[config.mk]
export PLATFORM = sky130hd
export DESIGN_NAME = collision_scorer
export DESIGN_NICKNAME = d
export VERILOG_FILES = /design/src/rtl/collision_scorer.sv
export SDC_FILE = /design/constraint.sdc
export NUM_CORES = 1
export LEC_CHECK = 0
export BUFFER_PORTS_ARGS = -buffer_cell sky130_fd_sc_hd__buf_2
export CAP_MARGIN = 5
export CORE_MARGIN = 2
export CORE_UTILIZATION = 36
export CTS_BUF_LIST = sky130_fd_sc_hd__clkbuf_8
export CTS_CLUSTER_SIZE = 14
export DETAILED_ROUTE_END_ITERATION = 7
export GPL_TIMING_DRIVEN = 1
export HOLD_SLACK_MARGIN = 0.12
export SLEW_MARGIN = 10
export SYNTH_ARGS = -nofsm -noshare
export SYNTH_HDL_FRONTEND = slang
export SYNTH_SLANG_ARGS = --single-unit
[constraint.sdc]
create_clock -name clk -period 6 [get_ports clk]
set_input_delay 0.3 -clock clk [delete_from_list [all_inputs] [get_ports clk]]
set_output_delay 0.3 -clock clk [all_outputs]
set_load 0.02 [all_outputs]
[src/rtl/collision_scorer.sv]
// rtl/collision_scorer.sv - per-frame object/hammer hit-miss scorer with respawn handshake
module collision_scorer #(
    parameter int OBJ_W       = 32,
    parameter int OBJ_H       = 32,
    parameter int HAM_W       = 24,
    parameter int HAM_H       = 24,
    parameter int MISS_Y      = 480,
    parameter int SCORE_W     = 10,
    parameter int MISS_LIMIT  = 3,
    parameter int COOL_FRAMES = 15
) (
    input  logic               clk,
    input  logic               resetn,
    input  logic               frame_tick,
    input  logic [9:0]         obj_x,
    input  logic [8:0]         obj_y,
    input  logic               obj_active,
    input  logic [9:0]         ham_x,
    input  logic [8:0]         ham_y,
    input  logic               ham_swing,
    input  logic               respawn_ack,
    input  logic               restart,
    output logic               hit_pulse,
    output logic               miss_pulse,
    output logic               respawn_req,
    output logic [SCORE_W-1:0] score,
    output logic [1:0]         misses,
    output logic               game_over
);
    localparam int CW = $clog2(COOL_FRAMES + 1);

    typedef enum logic [2:0] {IDLE, CHECK, TAG, WAIT_ACK, COOL, OVER} state_t;

    state_t        state, state_nx;
    logic [9:0]    s_obj_x, s_ham_x;
    logic [8:0]    s_obj_y, s_ham_y;
    logic          s_active, s_swing;
    logic          tag_hit;
    logic [CW-1:0] cool_cnt;

    logic [10:0] ox, oy, hx, hy;
    logic        overlap, hit, miss;

    // Zero-extended to 11 bits so edge sums near the screen limit never wrap.
    assign ox = {1'b0, s_obj_x};
    assign hx = {1'b0, s_ham_x};
    assign oy = {2'b0, s_obj_y};
    assign hy = {2'b0, s_ham_y};

    assign overlap = (ox < hx + 11'(HAM_W)) && (hx < ox + 11'(OBJ_W)) &&
                     (oy < hy + 11'(HAM_H)) && (hy < oy + 11'(OBJ_H));
    assign hit     = s_active && s_swing && overlap;
    assign miss    = s_active && (oy > 11'(MISS_Y)) && !hit;

    always_ff @(posedge clk or negedge resetn) begin
        if (!resetn) state <= IDLE;
        else         state <= state_nx;
    end

    always_comb begin
        state_nx = state;
        case (state)
            IDLE:     if (frame_tick) state_nx = CHECK;
            CHECK:    state_nx = (hit || miss) ? TAG : IDLE;
            TAG:      state_nx = WAIT_ACK;
            WAIT_ACK: if (respawn_ack) state_nx = (misses == 2'(MISS_LIMIT)) ? OVER : COOL;
            COOL:     if (frame_tick && cool_cnt <= CW'(1)) state_nx = IDLE;
            OVER:     state_nx = OVER;
            default:  state_nx = IDLE;
        endcase
        if (restart) state_nx = IDLE;
    end

    always_comb begin
        hit_pulse  = (state == TAG) && tag_hit;
        miss_pulse = (state == TAG) && !tag_hit;
        game_over  = (state == OVER);
    end

    always_ff @(posedge clk or negedge resetn) begin
        if (!resetn) begin
            s_obj_x     <= '0;
            s_obj_y     <= '0;
            s_ham_x     <= '0;
            s_ham_y     <= '0;
            s_active    <= 1'b0;
            s_swing     <= 1'b0;
            tag_hit     <= 1'b0;
            score       <= '0;
            misses      <= '0;
            respawn_req <= 1'b0;
            cool_cnt    <= '0;
        end else if (restart) begin
            score       <= '0;
            misses      <= '0;
            respawn_req <= 1'b0;
            cool_cnt    <= '0;
        end else begin
            case (state)
                IDLE: if (frame_tick) begin
                    s_obj_x  <= obj_x;
                    s_obj_y  <= obj_y;
                    s_ham_x  <= ham_x;
                    s_ham_y  <= ham_y;
                    s_active <= obj_active;
                    s_swing  <= ham_swing;
                end
                // Counters and the request update here so they are already visible in TAG.
                CHECK: begin
                    tag_hit <= hit;
                    if (hit && score != {SCORE_W{1'b1}})
                        score <= score + 1'b1;
                    if (miss && misses < 2'(MISS_LIMIT))
                        misses <= misses + 1'b1;
                    if (hit || miss)
                        respawn_req <= 1'b1;
                end
                WAIT_ACK: if (respawn_ack) begin
                    respawn_req <= 1'b0;
                    cool_cnt    <= CW'(COOL_FRAMES);
                end
                COOL: if (frame_tick && cool_cnt != '0)
                    cool_cnt <= cool_cnt - 1'b1;
                default: ;
            endcase
        end
    end
endmodule

==> impl_results.md <==
* Initial DRT Pass Iterations at 4
* Gpl congestion at around 0.82
* Initial antenna violation count at 0
* Dpl hpwl at 6.27 mm
* Hold Crit Class: input port to async pin
* N_diodes at 0
* Mapped Avg Cell Area at around 10 um2
* CTS Buf Count at 9
* Hold Violations, Final at 0
* Sequential share of the synthesized area at between 30% and 40%
* CTS Buffer Depth at 2
* TritonCTS clock tree: yes
* Iteration-0 DRC Markers at 62
* Post-CTS Resized at 0
* Placed Instances at 559
* Most frequent cells in the layout: dfrtp_1, buf_2, ha_1
* Final Setup Violations at 0
* Clk sink count at just over 60
* Final Cycle Share at 49.6%
* Core box area at ~10000 um2
* Setup tns final at 0 ns
* FFs w/ async S/R, synth at between 90% and 100%
* Clk slew on worst S/H paths at 0.07 ns
* Die Width at 108 um
* Pins Over Slew Limit at 0
* Post-Route WL at around 8.5 mm
* Layout cells sized above 1 at 28.8%
* Leakage power at approximately 2.2 nW
* Grt ovf at 0
* CP startpoint kind: flop
* CP startpoint: s_ham_y[3]
* Synth Instances at 372
* Achievable Freq at approximately 340 MHz
* Port bufs at 60
* Worst Clk Skew at between 0.009 and 0.01 ns
* Root buf cell: clkbuf_8
* Launching point of the worst reg2reg path: s_ham_y[3]
* # DRC at 0
* Insertion delay to the later sink of the worst-skew pair at ~0.34 ns
* Final Non-Filler Cells at about 570
* Share of the synthesized area in the top cell type at about 40%
* Slew headroom at a little under a third
* Status: completed
* Post-synth top area cell: dfrtp_1
* Ports at 61
* DIE AREA at around 12000 um2
* Die Ht at roughly 110 um
* Overall Global Routing Usage at approximately 15%
* Yosys Warn Count at 0
* Nets at between 500 and 600
* Post-route antenna net violation count at 0
* Rows at 37
* Initial core utilization at 37.3%
* Post-synth EDFFs at 0
* Synthesis-to-layout area growth at 15.4%
* Min Tclk post-route at 2.97 ns
* Vias in the first global route at around 3000
* Critical Path Fanout Max at 15
* Pin count of the biggest net entering global routing at 62
* RSZ-0062 raised after global routing: false
* Pwr dens at between 300 and 400 nW/um2
* First-pass GRT wire length at ~14 mm
* Worst setup EP type: flop
* Synth Flop Type: dfrtp_1
* Worst VDD drop at 0.0000998 V
* Synth Register Bits at about 60
* Synth area leaders: dfrtp_1, ha_1, mux2_2
* Mapped cell area at around 3900 um2
* Wire per inst at between 10 and 15 um
* Kind of critical path: flop to flop
* Vias after detailed routing at approximately 3000
* Via-to-Cell Ratio at ~5.2
* Worst EP arrival at around 3.2 ns
* H-tree levels at 3
* Data required, critical path at between 6 and 7 ns
* Max_cap viols at 0
* Worst Tran Pin Value at just over 1 ns
* Commonest non-fill, non-tap cell in the layout: dfrtp_1
* Number of distinct library cells after synthesis at 60
* Synth Net Count at approximately 460
* Hold_buf cts at 0
* Setup bufs post-CTS at 0
==> per-layer routing <==
| metal | vias up | GRT usage, % | routed length [um] |
|---|---|---|---|
| met5 | - | 0 | 0 |
| met4 | 0 | 5.13 | 115 |
| met3 | 11 | 4.30 | 368 |
| met2 | 60 | 24.5 | 3960 |
| met1 | 1439 | 20.3 | 4060 |
| li1 | 1468 | - | - |
==> registers in the layout (all words and copies together), names as in the netlist <==
| signal | count |
|---|---|
| cool_cnt | 4 |
| misses | 2 |
| respawn_req | 1 |
| s_active | 1 |
| s_ham_x | 10 |
| s_ham_y | 9 |
| s_obj_x | 10 |
| s_obj_y | 9 |
| s_swing | 1 |
| score | 10 |
| state | 3 |
| tag_hit | 1 |
==> synthesized netlist by cell type, types with 4 or more instances <==
cell       n
or3_1      5
nand3_1   13
mux2_2    41
dfrtp_1   61
nor3_1     4
a21o_1     4
nor2_1    25
ha_1      42
xnor2_1    7
and3_1     4
o21ai_0   15
o211ai_1   5
inv_1     25
nand2b_1   7
nand4_1    4
nand2_1   21
buf_1      4
xor2_1     8
a211oi_1   6
a21oi_1   17
==> final timing paths <==
| kind | end | slack [ns] | cells past startpoint |
|---|---|---|---|
| min | s_obj_x[0] | 0.12 | 2 |
| max | score[6] | 3.03 | 12 |
| max reg2reg | score[6] | 3.03 | 12 |
| max in group asynchronous | s_obj_x[8] | 5.34 | 2 |
| min reg2reg | s_swing | 0.52 | 1 |
| min in group clk | s_obj_x[3] | 0.19 | 2 |
==> worst max-delay path, cell delays in order, from the launching register on <==
cell and delay, ns:
dfrtp_1 0.41, inv_1 0.08, ha_1 0.25, nor2_1 0.14, xnor2_1 0.13, ha_1 0.26, a21o_1 0.16, o311ai_0 0.10
o211ai_1 0.24, a311oi_4 0.30, nand4_4 0.24, o211a_1 0.27, or2_2 0.28
==> through the flow <==
stage	hold slack, ns	power (W)	instance area [um2]	util [%]	setup slack (ns)
after floorplan	0.00441	0.000934	3880	-	3.34
after global placement	0.506	0.00105	4310	41.4	3.13
after detailed placement	0.504	0.00108	4310	41.4	3.03
after CTS	0.156	0.00141	4480	43.0	3.02
after global routing	0.176	0.00151	4480	43.0	2.81
final	0.122	0.00139	4480	43.0	3.03
==> kinds of logic after synthesis <==
| logic type | Yosys count | synth area share [%] |
|---|---|---|
| simple gates | 103 | 14.2 |
| fa+ha+maj | 42 | 13.5 |
| buf+inv | 35 | 3.74 |
| xor+xnor | 15 | 3.39 |
| compound gates | 73 | 13.4 |
| flops | 61 | 39.3 |
| mux | 43 | 12.4 |
==> layout make-up <==
cell class | instances | area, um2
inverter | 25 | 93.8
tap | 136 | 170
multi-input combinational | 276 | 2210
sequential | 61 | 1530
fill | 1015 | 5940
clock inverter | 3 | 13.8
timing repair buffer | 61 | 308
clock buffer | 11 | 151
==> power breakdown <==
group,switching [W],internal (W),total [W]
sequential,0.0000894,0.000477,0.000566
clock,0.000153,0.000165,0.000317
combinational,0.000254,0.000250,0.000505
Power figures use the tool's default switching activity.
